## config.mk

```make
export PLATFORM = sky130hd
export DESIGN_NAME = seven_segment_scanner
export DESIGN_NICKNAME = d
export VERILOG_FILES = /design/src/rtl/seven_segment_scanner.sv
export SDC_FILE = /design/constraint.sdc
export NUM_CORES = 1
export LEC_CHECK = 0
export ABC_AREA = 1
export ABC_CLOCK_PERIOD_IN_PS = 2100
export BUFFER_PORTS_ARGS = -buffer_cell sky130_fd_sc_hd__buf_2
export CORE_ASPECT_RATIO = 1.75
export CORE_MARGIN = 2
export CORE_UTILIZATION = 59
export CTS_BUF_LIST = sky130_fd_sc_hd__clkbuf_8 sky130_fd_sc_hd__clkbuf_16
export DETAILED_ROUTE_END_ITERATION = 10
export GPL_TIMING_DRIVEN = 0
export PLACE_DENSITY = 0.8
export SYNTH_ARGS = -nofsm -noshare
export SYNTH_HDL_FRONTEND = slang
export SYNTH_SLANG_ARGS = --single-unit
```

## constraint.sdc

```tcl
create_clock -name clk -period 2.1 [get_ports clk]
set_input_delay 0.21 -clock clk [delete_from_list [all_inputs] [get_ports clk]]
set_output_delay 0.21 -clock clk [all_outputs]
set_load 0.005 [all_outputs]
```

## src/rtl/seven_segment_scanner.sv

```systemverilog
`default_nettype none
// ============================================================================
// Module      : seven_segment_scanner
// Description : Time-multiplexed 4-digit display scanner. Holds a frame-
//               consistent display value, scans the digits with a blanking
//               gap between them, and drives the per-digit nibble plus
//               active-low anode and decimal-point strobes. New values are
//               staged in shadow registers and committed at frame boundaries.
// Revision    : 1.0 - initial release
// ============================================================================
module seven_segment_scanner #(
    parameter int ACTIVE_CYCLES = 100000,
    parameter int BLANK_CYCLES  = 1000
) (
    input  logic        clk,
    input  logic        rst_n,
    input  logic        load,
    input  logic [15:0] data_in,
    input  logic [3:0]  dp_in,
    input  logic [3:0]  digit_en,
    output logic [3:0]  digit_data,
    output logic [3:0]  anode,
    output logic        dp,
    output logic        frame_done,
    output logic        update_pending
);

    localparam int c_max_cycles = (ACTIVE_CYCLES > BLANK_CYCLES) ? ACTIVE_CYCLES : BLANK_CYCLES;
    localparam int c_cnt_w      = (c_max_cycles > 1) ? $clog2(c_max_cycles) : 1;

    localparam logic [c_cnt_w-1:0] c_act_last = c_cnt_w'(ACTIVE_CYCLES - 1);
    localparam logic [c_cnt_w-1:0] c_blk_last = c_cnt_w'(BLANK_CYCLES - 1);

    localparam logic [0:0] c_st_active = 1'b0;
    localparam logic [0:0] c_st_blank  = 1'b1;

    // Scan state
    logic [0:0]         r_state;
    logic [1:0]         r_sel;
    logic [c_cnt_w-1:0] r_cnt;

    // Display and shadow registers
    logic [15:0] r_disp_data;
    logic [3:0]  r_disp_dp;
    logic [3:0]  r_disp_en;
    logic [15:0] r_sh_data;
    logic [3:0]  r_sh_dp;
    logic [3:0]  r_sh_en;
    logic        r_pending;

    // Registered outputs
    logic [3:0]  r_digit_data;
    logic [3:0]  r_anode;
    logic        r_dp;
    logic        r_frame_done;

    // Next-state values
    logic [0:0]         w_state_nxt;
    logic [1:0]         w_sel_nxt;
    logic [c_cnt_w-1:0] w_cnt_nxt;
    logic               w_commit;
    logic [15:0]        w_disp_data_nxt;
    logic [3:0]         w_disp_dp_nxt;
    logic [3:0]         w_disp_en_nxt;
    logic [15:0]        w_sh_data_nxt;
    logic [3:0]         w_sh_dp_nxt;
    logic [3:0]         w_sh_en_nxt;
    logic               w_pending_nxt;

    // Output values for the upcoming cycle
    logic [3:0]  w_digit_data_nxt;
    logic [3:0]  w_anode_nxt;
    logic        w_dp_nxt;
    logic        w_frame_done_nxt;
    logic        w_lit_nxt;

    // State register: scan counters, display/shadow registers and outputs
    always_ff @(posedge clk or negedge rst_n) begin
        if (!rst_n) begin
            r_state      <= c_st_active;
            r_sel        <= 2'd0;
            r_cnt        <= '0;
            r_disp_data  <= 16'h0000;
            r_disp_dp    <= 4'h0;
            r_disp_en    <= 4'h0;
            r_sh_data    <= 16'h0000;
            r_sh_dp      <= 4'h0;
            r_sh_en      <= 4'h0;
            r_pending    <= 1'b0;
            r_digit_data <= 4'h0;
            r_anode      <= 4'hF;
            r_dp         <= 1'b1;
            r_frame_done <= 1'b0;
        end else begin
            r_state      <= w_state_nxt;
            r_sel        <= w_sel_nxt;
            r_cnt        <= w_cnt_nxt;
            r_disp_data  <= w_disp_data_nxt;
            r_disp_dp    <= w_disp_dp_nxt;
            r_disp_en    <= w_disp_en_nxt;
            r_sh_data    <= w_sh_data_nxt;
            r_sh_dp      <= w_sh_dp_nxt;
            r_sh_en      <= w_sh_en_nxt;
            r_pending    <= w_pending_nxt;
            r_digit_data <= w_digit_data_nxt;
            r_anode      <= w_anode_nxt;
            r_dp         <= w_dp_nxt;
            r_frame_done <= w_frame_done_nxt;
        end
    end

    // Next-state: ACTIVE/BLANK timing, digit advance, commit and load handling
    always_comb begin
        w_state_nxt = r_state;
        w_sel_nxt   = r_sel;
        w_cnt_nxt   = r_cnt + 1'b1;
        w_commit    = 1'b0;
        case (r_state)
            c_st_active: begin
                if (r_cnt == c_act_last) begin
                    w_cnt_nxt   = '0;
                    w_state_nxt = c_st_blank;
                end
            end
            default: begin
                if (r_cnt == c_blk_last) begin
                    w_cnt_nxt   = '0;
                    w_sel_nxt   = r_sel + 2'd1;
                    w_state_nxt = c_st_active;
                    w_commit    = (r_sel == 2'd3);
                end
            end
        endcase

        // Commit takes the shadow as it stood before this edge; a load on the
        // same edge therefore stays pending for the following frame.
        w_disp_data_nxt = r_disp_data;
        w_disp_dp_nxt   = r_disp_dp;
        w_disp_en_nxt   = r_disp_en;
        w_pending_nxt   = r_pending;
        if (w_commit && r_pending) begin
            w_disp_data_nxt = r_sh_data;
            w_disp_dp_nxt   = r_sh_dp;
            w_disp_en_nxt   = r_sh_en;
            w_pending_nxt   = 1'b0;
        end

        w_sh_data_nxt = r_sh_data;
        w_sh_dp_nxt   = r_sh_dp;
        w_sh_en_nxt   = r_sh_en;
        if (load) begin
            w_sh_data_nxt = data_in;
            w_sh_dp_nxt   = dp_in;
            w_sh_en_nxt   = digit_en;
            w_pending_nxt = 1'b1;
        end
    end

    // Output decode from next-state so each registered output matches its cycle
    always_comb begin
        w_lit_nxt        = (w_state_nxt == c_st_active) && w_disp_en_nxt[w_sel_nxt];
        w_anode_nxt      = w_lit_nxt ? ~(4'b0001 << w_sel_nxt) : 4'hF;
        w_digit_data_nxt = w_disp_data_nxt[{w_sel_nxt, 2'b00} +: 4];
        w_dp_nxt         = 1'b1;
        if (w_state_nxt == c_st_active) begin
            w_dp_nxt = ~(w_disp_dp_nxt[w_sel_nxt] & w_disp_en_nxt[w_sel_nxt]);
        end
        // The last BLANK cycle of digit 3 is the one ending on the commit edge
        w_frame_done_nxt = (w_state_nxt == c_st_blank) && (w_sel_nxt == 2'd3) &&
                           (w_cnt_nxt == c_blk_last);
    end

    assign digit_data     = r_digit_data;
    assign anode          = r_anode;
    assign dp             = r_dp;
    assign frame_done     = r_frame_done;
    assign update_pending = r_pending;

endmodule
`default_nettype wire

```

==> results by group <==
Routing
  • DRC: 0
  • DR pass1 iterations: 4
  • Routed WL: ~8900 um
  • Via density: 5.15
  • Iteration-0 DRC Markers: between 150 and 200
  • Routed Antenna Nets: 0
  • Average wire per standard cell: about 14 um
  • Vias: 3216

Global routing
  • First-pass GRT wire length: between 10000 and 15000 um
  • Overall routing resource usage: a little over a quarter
  • Initial antenna violation count: 0
  • Met2 Usage GRT: between 40% and 50%
  • Most used routing layer: met2
  • Grt met1 use: 27.9%
  • Largest net degree at the start of global routing: 70
  • GRT met3 Usage: 5.50%
  • Grt ovf: 0
  • Vias in the first global route: between 3000 and 4000

Pwr
  • Pwr dens: 629 nW/um^2
  • Comb pwr share: under 10%
  • P_sw: about 0.00062 W
  • Max IR drop VDD: approximately 580 uV
  • P_leak: about 2.4 nW
  • Clock share of power: between 30% and 40%
  • Sw Ratio: about 22%
  • Power Internal: 0.00217 W
  • Reg power frac: a little under three fifths

Synth
  • Gate Count Post-Synth: between 400 and 500
  • Ranking of synthesized cells by area: dfrtp_1 48%, nand2_1 14%, inv_1 7.8%, nor2_1 5.1%, dfstp_2 3.4%
  • Synth cell count leaders: 143 x nand2_1, 79 x inv_1, 74 x dfrtp_1
  • Area leader, netlist: dfrtp_1
  • Top FF cell, synth: dfrtp_1
  • Yosys reg bits: between 70 and 80
  • Post-Syn Nets: around 520
  • Netlist cell types: 26
  • Synthesized area: around 3800 sq um
  • Most frequent cell after synthesis: nand2_1
  • Asr flop ratio synth: 100%
  • Top cell type's share of synthesized area: 48.4%
  • Post-synth EDFFs: 0
  • Syn avg cell area: 7.87 sq um
  • Sequential fraction of the synthesis area: between 50% and 60%
  • Ys Warns: 0

Place
  • Final Wtd Congestion: between 0.9 and 1
  • Pre-CTS WS: -0.103 ns
  • IO Port Bufs: 36
  • Final HPWL DP: approximately 6500 um

CTS
  • Clock Path Buffers: 2
  • Num CTS Buffers: 9
  • Htree depth: 3
  • Clock transition at the registers of the reported paths: roughly 0.080 ns
  • CTS sink cnt: about 80
  • Clock latency on the worst-skew pair: between 0.3 and 0.4 ns
  • Root Buffer: clkbuf_8
  • CTS tree: done

Cells and area
  • Max reg flops: 17
  • Top flop regs: r_cnt (17), r_disp_data (16), r_sh_data (16)
  • # nets final: roughly 570
  • Area Growth Syn to Fin: 16.2%
  • ANT cells: 0
  • Biggest register: r_cnt
  • Share of cells above drive strength 1: about a fifth

STA
  • Count of pins over their slew limit: 0
  • Final setup viols: 0
  • F_max: a little over 500 MHz
  • Final Skew: between 0.008 and 0.009 ns
  • Post-route setup slack: between 0.1 and 0.15 ns
  • Hold Fails Final Rpt: 0
  • Crit path time final: between 1.5 and 2 ns
  • Setup TNS: 0 ns
  • Slew @ Worst Pin: between 0.4 and 0.5 ns
  • Relative slew slack: about 68%
  • Period utilisation layout: a little over nine tenths

Setup path
  • Critical path required time: approximately 2.4 ns
  • Reg2reg setup slack: 0.12 ns
  • Critical Path AT: approximately 2.3 ns
  • CP Class: register to register
  • Worst R2R Path Depth: 13
  • Crit start category: register
  • Crit-path max FO: 10
  • CP Capture Type: register

Floorplanning
  • Die W: about 65 um
  • Core ar.: around 6200 sq um
  • Chip height: about 110 um
  • Die ar.: about 7000 sq um
  • Ports: 38
  • Initial Util: between 60% and 70%
  • # rows: 38

Outcome
  • Status: completed

Worst hold path
  • Hold path depth: 3
  • Hold Path Class: input pin to register

Job
  • Max-cap violations: 0
[cell usage in the layout, fill, tap and decap left out, drive strengths merged]
cell type / n
nor4: 1
inv: 88
xor2: 8
nor3: 5
dlygate4sd3: 1
clkinv: 4
ha: 2
o21ai: 35
nand4: 14
a21oi: 9
bufinv: 1
nand3: 23
nand2: 151
nand3b: 1
nor2: 59
clkbuf: 15
dfstp: 5
buf: 49
dfrtp: 74
[worst max-delay path: stages, from the launching register on]
cell and delay [ns]:
dfrtp_1 0.44, ha_4 0.18, nand2_4 0.07, nor2_1 0.11, nand2_1 0.10, nor2_4 0.17, nand3_4 0.11, buf_8 0.17
nand2_2 0.05, nand2_1 0.07, nand2_1 0.08, nand3_2 0.12, nor2_4 0.16, nand2_1 0.08
[area by class of cell]
| class | instances | area, sq um |
|---|---|---|
| repair buffers | 43 | 258 |
| clock buffers | 10 | 138 |
| plain buffers | 12 | 78.8 |
| clock inverters | 6 | 55.1 |
| well taps | 80 | 100 |
| multi-input cells | 308 | 1500 |
| fillers | 532 | 1780 |
| inverters | 87 | 327 |
| flip-flops and latches | 79 | 1980 |
[cell families (layout without fill, tap and decap cells)]
group,after synthesis,in the layout,share of synthesized area [%]
AO/OA/AOI/OAI,44,44,6.05
XOR/XNOR,8,8,1.83
adder cells (fa/ha/maj),2,2,0.654
buffers and inverters,99,158,10.5
AND/OR/NAND/NOR,254,254,29.1
flip-flops,79,79,51.9
[per-layer routing]
layer  share of wire, %  wire length (um)
met1                 37              3280
met2                 55              4880
met3                2.9               256
met4                5.3               470
met5                  0                 0
[final timing paths]
kind,from,end
max,r_cnt[0],anode[0]
min,digit_en[0],r_sh_en[0]
max reg2reg,r_cnt[0],anode[0]
min reg2reg,r_sh_data[8],r_sh_data[8]
max in group asynchronous,rst_n,anode[0]
min in group asynchronous,rst_n,r_cnt[2]
[timing repair]
item | 4_1_cts | 5_1_grt
buffers inserted | 1 | 4
hold endpoints to repair | 59 | 0
endpoints found under the setup margin | 6 | 10
hold buffers | 1 | 0
gates resized for setup | 5 | 16
pin swaps | 1 | 5
[power groups by stage]
stage                     Sequential [W]  Combinational, W  Clock (W)
after detailed placement         0.00161          0.000123          0
final                            0.00158          0.000123    0.00109
after global routing             0.00158          0.000145    0.00117
after CTS                        0.00158          0.000126    0.00111
after global placement           0.00161          0.000112          0
after floorplan                  0.00160         0.0000497          0
[per-stage QoR]
| stage | util, % | hold WS, ns | power (W) | instances | cell area, sq um |
|---|---|---|---|---|---|
| detailed placement | 66.4 | 0.0644 | 0.00173 | 603 | 4130 |
| floorplan | - | -0.0856 | 0.00165 | 486 | 3820 |
| CTS | 69.9 | 0.0423 | 0.00282 | 621 | 4350 |
| global placement | 65.9 | 0.411 | 0.00172 | 602 | 4100 |
| global route | 71.4 | 0.0489 | 0.00290 | 625 | 4440 |
| finish | 71.4 | 0.0567 | 0.00280 | 625 | 4440 |
(Power assumes the default switching activity.)
